## config.mk

```make
export PLATFORM = sky130hd
export DESIGN_NAME = spi_slave
export DESIGN_NICKNAME = d
export VERILOG_FILES = /design/src/rtl/spi_slave_pkg.sv /design/src/rtl/spi_sync.sv /design/src/rtl/spi_slave.sv
export SDC_FILE = /design/constraint.sdc
export NUM_CORES = 1
export LEC_CHECK = 0
export ABC_AREA = 1
export BUFFER_PORTS_ARGS = -buffer_cell sky130_fd_sc_hd__buf_2
export CAP_MARGIN = 20
export CORE_MARGIN = 1
export CORE_UTILIZATION = 43
export DETAILED_ROUTE_END_ITERATION = 7
export GPL_ROUTABILITY_DRIVEN = 0
export PLACE_DENSITY = 0.72
export SYNTH_ARGS = -nofsm -noshare
export SYNTH_HDL_FRONTEND = slang
export SYNTH_SLANG_ARGS = --single-unit
```

## constraint.sdc

```tcl
create_clock -name clk -period 1.3 [get_ports clk]
set_input_delay 0.065 -clock clk [delete_from_list [all_inputs] [get_ports clk]]
set_output_delay 0.065 -clock clk [all_outputs]
set_load 0.05 [all_outputs]
```

## src/rtl/spi_slave_pkg.sv

```systemverilog
// Shared types and constants for the SPI mode-0 slave.
// The state enum gives the encoding; the FSM itself uses the plain localparam aliases.
package spi_slave_pkg;

    typedef enum logic [1:0] {
        IDLE  = 2'd0,
        LOAD  = 2'd1,
        SHIFT = 2'd2
    } state_t;

    localparam logic [1:0] ST_IDLE  = IDLE;
    localparam logic [1:0] ST_LOAD  = LOAD;
    localparam logic [1:0] ST_SHIFT = SHIFT;

    localparam int BIT_CNT_W = 3;

endpackage

```

## src/rtl/spi_sync.sv

```systemverilog
// Synchronizes spi_cs/spi_sclk/spi_mosi into the clk domain.
// Also produces single-cycle edge strobes for cs and sclk.
module spi_sync #(
    parameter int SYNC_STAGES = 2
) (
    input  logic clk,
    input  logic rst,
    input  logic spi_cs,
    input  logic spi_sclk,
    input  logic spi_mosi,
    output logic cs,
    output logic mosi,
    output logic cs_rise,
    output logic cs_fall,
    output logic sclk_rise,
    output logic sclk_fall
);
    import spi_slave_pkg::*;

    logic [SYNC_STAGES-1:0] cs_sync;
    logic [SYNC_STAGES-1:0] sclk_sync;
    logic [SYNC_STAGES-1:0] mosi_sync;
    logic                   cs_d;
    logic                   sclk_d;
    logic                   sclk;

    // Reset values model an idle bus: deselected, clock low.
    always_ff @(posedge clk) begin
        if (rst) begin
            cs_sync   <= '1;
            sclk_sync <= '0;
            mosi_sync <= '0;
            cs_d      <= 1'b1;
            sclk_d    <= 1'b0;
        end else begin
            cs_sync   <= (cs_sync << 1)   | SYNC_STAGES'(spi_cs);
            sclk_sync <= (sclk_sync << 1) | SYNC_STAGES'(spi_sclk);
            mosi_sync <= (mosi_sync << 1) | SYNC_STAGES'(spi_mosi);
            cs_d      <= cs;
            sclk_d    <= sclk;
        end
    end

    assign cs        = cs_sync[SYNC_STAGES-1];
    assign sclk      = sclk_sync[SYNC_STAGES-1];
    assign mosi      = mosi_sync[SYNC_STAGES-1];
    assign cs_rise   = cs & ~cs_d;
    assign cs_fall   = ~cs & cs_d;
    assign sclk_rise = sclk & ~sclk_d;
    assign sclk_fall = ~sclk & sclk_d;

endmodule

```

## src/rtl/spi_slave.sv

```systemverilog
// SPI mode-0 slave with one-entry TX holding register and RX valid/ready output.
// Define SPI_SLAVE_ECHO_EN to answer with the last received byte instead of IDLE_BYTE.
module spi_slave
    import spi_slave_pkg::*;
#(
    parameter int         SYNC_STAGES = 2,
    parameter logic [7:0] IDLE_BYTE   = 8'hFF
) (
    input  logic       clk,
    input  logic       rst,
    input  logic       spi_cs,
    input  logic       spi_sclk,
    input  logic       spi_mosi,
    output logic       spi_miso,
    output logic       spi_miso_oe,
    input  logic [7:0] tx_data,
    input  logic       tx_valid,
    output logic       tx_ready,
    output logic [7:0] rx_data,
    output logic       rx_valid,
    input  logic       rx_ready,
    output logic       overrun,
    output logic       frame_end
);

    logic                 cs;
    logic                 mosi;
    logic                 cs_rise;
    logic                 cs_fall;
    logic                 sclk_rise;
    logic                 sclk_fall;

    logic [1:0]           state;
    logic [BIT_CNT_W-1:0] bit_cnt;
    logic [6:0]           rx_shift;
    logic [7:0]           tx_shift;
    logic                 msb_pending;
    logic                 miso_q;
    logic                 hold_full;
    logic [7:0]           hold_data;

    logic                 byte_done;
    logic                 load_now;
    logic [7:0]           rx_byte;
    logic [7:0]           fill_byte;
    logic [7:0]           next_tx;

    spi_sync #(
        .SYNC_STAGES(SYNC_STAGES)
    ) u_sync (
        .clk       (clk),
        .rst       (rst),
        .spi_cs    (spi_cs),
        .spi_sclk  (spi_sclk),
        .spi_mosi  (spi_mosi),
        .cs        (cs),
        .mosi      (mosi),
        .cs_rise   (cs_rise),
        .cs_fall   (cs_fall),
        .sclk_rise (sclk_rise),
        .sclk_fall (sclk_fall)
    );

    assign rx_byte   = {rx_shift, mosi};
    assign byte_done = (state == ST_SHIFT) && !cs && sclk_rise && (bit_cnt == '1);
    assign load_now  = ((state == ST_LOAD) && !cs) || byte_done;
    assign next_tx   = hold_full ? hold_data : fill_byte;

`ifdef SPI_SLAVE_ECHO_EN
    logic [7:0] echo_byte;

    // The byte completing this very cycle counts as the last received one.
    assign fill_byte = byte_done ? rx_byte : echo_byte;

    always_ff @(posedge clk) begin
        if (rst)
            echo_byte <= 8'h00;
        else if (byte_done)
            echo_byte <= rx_byte;
    end
`else
    assign fill_byte = IDLE_BYTE;
`endif

    // Deselect wins over everything and drops any partial byte in both directions.
    always_ff @(posedge clk) begin
        if (rst || cs) begin
            state       <= ST_IDLE;
            bit_cnt     <= '0;
            rx_shift    <= '0;
            tx_shift    <= '0;
            msb_pending <= 1'b0;
            miso_q      <= 1'b1;
        end else begin
            case (state)
                ST_IDLE: begin
                    if (cs_fall)
                        state <= ST_LOAD;
                end
                ST_LOAD: begin
                    state    <= ST_SHIFT;
                    tx_shift <= next_tx;
                    miso_q   <= next_tx[7];
                end
                ST_SHIFT: begin
                    if (sclk_rise) begin
                        rx_shift <= rx_byte[6:0];
                        bit_cnt  <= bit_cnt + 3'd1;
                        if (byte_done) begin
                            tx_shift    <= next_tx;
                            msb_pending <= 1'b1;
                        end
                    end else if (sclk_fall) begin
                        // A freshly loaded byte puts its MSB out instead of shifting.
                        if (msb_pending) begin
                            miso_q      <= tx_shift[7];
                            msb_pending <= 1'b0;
                        end else begin
                            miso_q   <= tx_shift[6];
                            tx_shift <= {tx_shift[6:0], 1'b0};
                        end
                    end
                end
                default: state <= ST_IDLE;
            endcase
        end
    end

    // A write in the same cycle as a load overrides the consume.
    always_ff @(posedge clk) begin
        if (rst) begin
            hold_full <= 1'b0;
            hold_data <= 8'h00;
        end else begin
            if (load_now && hold_full)
                hold_full <= 1'b0;
            if (tx_valid && tx_ready) begin
                hold_full <= 1'b1;
                hold_data <= tx_data;
            end
        end
    end

    always_ff @(posedge clk) begin
        if (rst) begin
            rx_data  <= 8'h00;
            rx_valid <= 1'b0;
            overrun  <= 1'b0;
        end else begin
            if (rx_valid && rx_ready)
                rx_valid <= 1'b0;
            if (byte_done) begin
                if (!rx_valid || rx_ready) begin
                    rx_data  <= rx_byte;
                    rx_valid <= 1'b1;
                end else begin
                    overrun <= 1'b1;
                end
            end
        end
    end

    always_ff @(posedge clk) begin
        if (rst)
            frame_end <= 1'b0;
        else
            frame_end <= cs_rise && (state != ST_IDLE);
    end

    assign spi_miso    = miso_q;
    assign spi_miso_oe = ~cs;
    assign tx_ready    = ~hold_full;

endmodule

```

## Yosys cells after proc, flatten, opt, wreduce, memory -nomap -nowiden

Index checks and enable logic that the tools add are counted.

- Register bits after elaboration: 50
- Input bits: 15
- Output and inout bits: 14

- $add $sub $neg: 1
- Equality and inequality tests: 10
- Mux-type cells: 20
- Bitwise operators: 14
- Reductions and logical operators: 25

Operators with widths:

| cell | count |
|---|---|
| $mux W8 | 5 |
| $pmux W8 S2 | 1 |
| $mux W1 | 11 |
| $ne A3 B3 Y1 const B | 3 |
| $logic_and A1 B1 Y1 | 8 |
| $reduce_and A2 Y1 | 4 |
| $reduce_bool A2 Y1 | 4 |
| $not A1 Y1 | 7 |
| $ne A2 B2 Y1 const B | 3 |
| $or A2 B1 Y2 | 3 |
| $pmux W2 S3 | 1 |
| $reduce_and A3 Y1 | 2 |
| $and A1 B1 Y1 | 4 |
| $reduce_and A4 Y1 | 1 |
| $add A3 B1 Y3 const B | 1 |
| $eq A3 B3 Y1 const B | 1 |
| $logic_or A1 B1 Y1 | 3 |
| $eq A2 B1 Y1 const B | 1 |
| $eq A2 B2 Y1 const B | 1 |
| $logic_not A1 Y1 | 2 |
| $logic_not A2 Y1 | 1 |
| $mux W2 | 1 |
| $ne A2 B1 Y1 const B | 1 |
| $pmux W1 S2 | 1 |

## Depth between registers and ports, before layout

- Depth after elaboration: 8
- Depth in mapped cells: 10
- Mapped depth without buffers: 10

## Hierarchy

A second synthesis with hierarchy kept.

- Cell total of the unflattened synthesis: 282
- Area total of the unflattened synthesis: 2067.0 µm²

Modules (own cells, without submodules):

| module | instances | cells an instance | area an instance (µm²) | sequential area each (µm²) |
|---|---|---|---|---|
| spi_slave | 1 | 251 | 1820.5 | 840.8 |
| spi_sync | 1 | 31 | 246.5 | 160.2 |

## Worst setup path after synthesis

OpenSTA, ideal clock, no wires.

- Path kind: register to register
- From: register u_sync.cs_sync[1]
- To: register hold_full
- Arrival time: 1312 ps
- Required time: 1170 ps
- Setup slack: -142 ps
- Stages on the path, launching flop included: 8
- Buffers on the path: 1
- Cell sequence: dfxtp_1 > inv_1 > nand2_1 > nor2_1 > buf_4 > inv_1 > nand2_1 > a21oi_1

- Longest elaborated chain between the ends: 7

Ends and longest elaborated chain:

| element | line | RTL |
|---|---|---|
| start, declared | spi_sync.sv:20 | `logic [SYNC_STAGES-1:0] cs_sync;` |
| start signal, assigned | spi_sync.sv:36 | `cs_sync <= (cs_sync << 1) \| SYNC_STAGES'(spi_cs);` |
| $logic_not A1 Y1 (*) | spi_slave.sv:65, spi_slave.sv:66 |  |
| $logic_and A1 B1 Y1 (3 in series) | spi_slave.sv:65 | `assign byte_done = (state == ST_SHIFT) && !cs && sclk_rise && (bit_cnt == '1);` |
| $logic_or A1 B1 Y1 (*) | spi_slave.sv:66 | `assign load_now = ((state == ST_LOAD) && !cs) \|\| byte_done;` |
| $logic_and A1 B1 Y1 (*) | spi_slave.sv:135 | `if (load_now && hold_full)` |
| $reduce_bool A2 Y1 (no source line) (*) | n/a |  |
| end signal, assigned | spi_slave.sv:132 | `hold_full <= 1'b0;` |
| end signal, assigned | spi_slave.sv:136 | `hold_full <= 1'b0;` |
| end signal, assigned | spi_slave.sv:138 | `hold_full <= 1'b1;` |
| end, declared | spi_slave.sv:39 | `logic hold_full;` |

Mark *: on every way between the ends. The rest lies on a longest branch, timed or not.
A chain may end at the register's enable or synchronous reset.

## Worst setup path in the final report

- From: register state[0]
- To: register rx_data[3]

- Longest elaborated chain between the ends: 5

Ends and longest elaborated chain:

| element | line | RTL |
|---|---|---|
| start, declared | spi_slave.sv:33 | `logic [1:0] state;` |
| start signal, assigned | spi_slave.sv:88 | `state <= ST_IDLE;` |
| start signal, assigned | spi_slave.sv:98 | `state <= ST_LOAD;` |
| start signal, assigned | spi_slave.sv:101 | `state <= ST_SHIFT;` |
| $eq A2 B2 Y1 | spi_slave.sv:65 |  |
| $logic_and A1 B1 Y1 (3 in series) | spi_slave.sv:65 |  |
| $reduce_and A2 Y1 (no source line) | n/a |  |
| end signal, assigned | spi_slave.sv:154 | `rx_data <= rx_byte;` |
| end, declared | spi_slave.sv:19 | `output logic [7:0] rx_data,` |

No other way between the ends.

==> out/metrics.csv <==
metric,value,unit
run status,"finished, violations left",
failing checks,negative setup slack,
area of the placeable core,0.00469,mm²
overflow left after global routing,0,
worst setup path class,reg -> reg,
"Net Count, Synth",293,
violation count after the first detailed-route iteration,72,
residual DRC count,0,
CTS clock-pin slew for the worst setup and hold paths,0.09,ns
setup repair after global routing missed its margin,yes,
number of filler cells placed in the layout,415,
most frequent cell after synthesis,dfxtp_1,
switching share of power,0.227,
number of optimization iterations in the first detailed-route pass,4,
initial antenna violation count,0,
"Arr. time, crit path",1.57,ns
net count reported at finish,346,
Clock Latency Late Sink,0.31,ns
global-route wire length before repair,8070,µm
crit end category,flip-flop,
detailed-route via count,1923,
slew margin rel.,0.806,
ratio of total power to cell area,1050,mW/mm²
maximum number of pins on one net before global-route repair,20,
Max Clock Skew,0.00638,ns
proportion of power drawn by the clock network,0.393,
average detailed-routed wire length per instance,12.7,µm
Yosys top cell by area,dfxtp_1,
time the worst path needs with I/O delays and setup,1.32,ns
via-per-instance ratio,5.07,
source of the worst hold timing path,tx_data[1],
Internal Pwr Total,2.28,mW
peak supply drop,0.000834,V
Pleak,1.18,nW
class of the worst hold path,in -> reg,
number of buffers inserted by port buffering,28,
number of nets still failing antenna checks after routing,0,
number of instances in the synthesized netlist,271,
power share of the combinational group,0.071,
power share of the sequential group,0.536,
number of storage elements in the synthesis netlist,50,
ranking of synthesized cells by instance count,"50 x dfxtp_1, 42 x nor2_1, 41 x nand2_1",
clock buffers created by TritonCTS,5,
sequential cell area fraction in the yosys report,0.478,
cells taking the most area after synthesis,"dfxtp_1 48%, o21ai_0 7.7%, nor2_1 7.5%",
x dimension of the die,71.8,µm
Detail Placement HPWL,3080,µm
Critical Path Source Type,flip-flop,
power dissipated by switching net loads,0.670,mW
fraction of layout instances using a drive strength above 1,0.357,
portion of synthesized cell area occupied by the leading cell type,0.478,
clock sink total,50,
origin of the critical flop-to-flop path,state[0],
required time of the critical path,1.55,ns
floorplan die area,0.00515,mm²
fin. max-slew vios,0,
H-tree levels,2,
number of warning messages in the yosys log,0,
Clock Root Buffer,clkbuf_8,
share of flip-flops with an asynchronous set or reset,0,
final clock period utilization by the worst path,1.02,
number of primary I/O pins,29,
die outline height,71.8,µm
Hold Slack,0.00532,ns
post-synthesis average cell area,7.72,µm²
Post-synth EDFFs,0,
global-route usage over all layers,0.201,
"crit path setup slack, layout",-0.0247,ns
peak clock frequency supported by timing,755,MHz
count of final hold-check violations,0,
dominant synthesized flop cell,dfxtp_1,
initial standard-cell utilization of the core,0.446,
slew at the pin closest to its max-slew limit,0.288,ns
Post-Syn Area,0.00209,mm²
site row count,25,
number of failing setup endpoints in the final timing report,6,
crit path launch,state[0],
CTS tree,yes,
number of antenna repair diodes,0,
worst setup timing slack at the placement stage,-0.158,ns
clk buf depth,2,
maximum fanout encountered on the critical timing path,8,
area added between synthesis and finish,34.0,%
Yosys cell types,27,
total wire length,4800,µm
total of max-cap violations,0,
vias in the first global route,1814,
==> repair_timing <==
action,in CTS,in global routing
resized for setup,17,37
hold buffers,3,0
pin swaps,6,20
endpoints found under the setup margin,20,26
buffers inserted,2,1
cloned,1,1
hold endpoints to repair,3,0
==> worst max-delay path, cell delays in order, from the launching register on <==
cell and delay, ns:
dfxtp_2 0.33, inv_2 0.07, ha_4 0.22, nand2_4 0.10, nor2_4 0.17, buf_6 0.17
nand3_2 0.08, a21oi_2 0.12
==> per-layer routing <==
layer,share of wire,global-route usage,vias to the layer above
met5,0,0,-
met4,0.0071,0.0675,0
met3,0.047,0.0619,5
met2,0.50,0.332,41
met1,0.44,0.250,907
li1,-,-,970
==> kinds of logic after synthesis <==
family / share of synthesized area
AO/OA/AOI/OAI: 0.148
buffers and inverters: 0.0849
XOR/XNOR: 0.00419
adder cells (fa/ha/maj): 0.0419
flip-flops: 0.478
AND/OR/NAND/NOR: 0.242
==> area by class of cell <==
class | instances | area, µm² | share of cell area
clock buffer | 6 | 82.6 | 0.0295
clock inverter | 2 | 38.8 | 0.0138
inverter | 31 | 125 | 0.0446
multi-input combinational | 181 | 1110 | 0.396
sequential | 50 | 1010 | 0.360
tap | 54 | 67.6 | 0.0241
timing repair buffer | 55 | 372 | 0.133
==> final timing paths <==
path	end	depth (start not counted)	slack (ns)
max	rx_data[3]	7	-0.02
min	hold_data[1]	3	0.005
max reg2reg	rx_data[3]	7	-0.02
min reg2reg	u_sync.mosi_sync[1]	2	0.41
==> sequential cells by signal, summed over array words and instances (netlist names), 2 cells and up <==
| register | cells |
|---|---|
| bit_cnt | 3 |
| hold_data | 8 |
| rx_data | 8 |
| rx_shift | 7 |
| state | 2 |
| tx_shift | 8 |
| u_sync.cs_sync | 2 |
| u_sync.mosi_sync | 2 |
| u_sync.sclk_sync | 2 |
==> stage by stage <==
stage                     utilization  power, mW  setup TNS, ns  area (µm²)  std cells
after floorplan                     -       1.74              0        2110        271
after global placement          0.514       1.80          -1.17        2410        363
after detailed placement        0.514       1.81          -1.91        2410        363
after CTS                       0.564       2.97      -0.000756        2650        377
after global routing            0.597       3.08          -1.44        2800        379
final                           0.597       2.95        -0.0584        2800        379
==> power groups by stage <==
stage	Combinational, mW	Clock, mW	Sequential, mW
6_report	0.210	1.16	1.58
5_1_grt	0.236	1.25	1.59
4_1_cts	0.202	1.19	1.58
3_5_place_dp	0.188	0	1.62
3_3_place_gp	0.184	0	1.62
2_1_floorplan	0.126	0	1.61
==> layout by cell type (no fill, tap or decap), types with 2 or more instances in the layout <==
cell,netlist,final
inv_4,0,2
dfxtp_2,0,6
o21ai_0,32,32
buf_2,3,27
nand2_4,3,7
buf_4,1,20
or2_2,3,2
nor2_1,42,40
clkbuf_8,0,6
nand3_4,1,4
dfxtp_1,50,44
nand3_1,13,5
a21oi_1,24,18
inv_2,2,5
ha_1,7,2
dlygate4sd3_1,0,3
nand2_2,5,7
buf_6,2,5
a21oi_2,1,7
inv_1,29,23
nand2_1,41,35
ha_4,0,4
nand3_2,1,7
No activity file was read; power rests on OpenSTA's default activity.
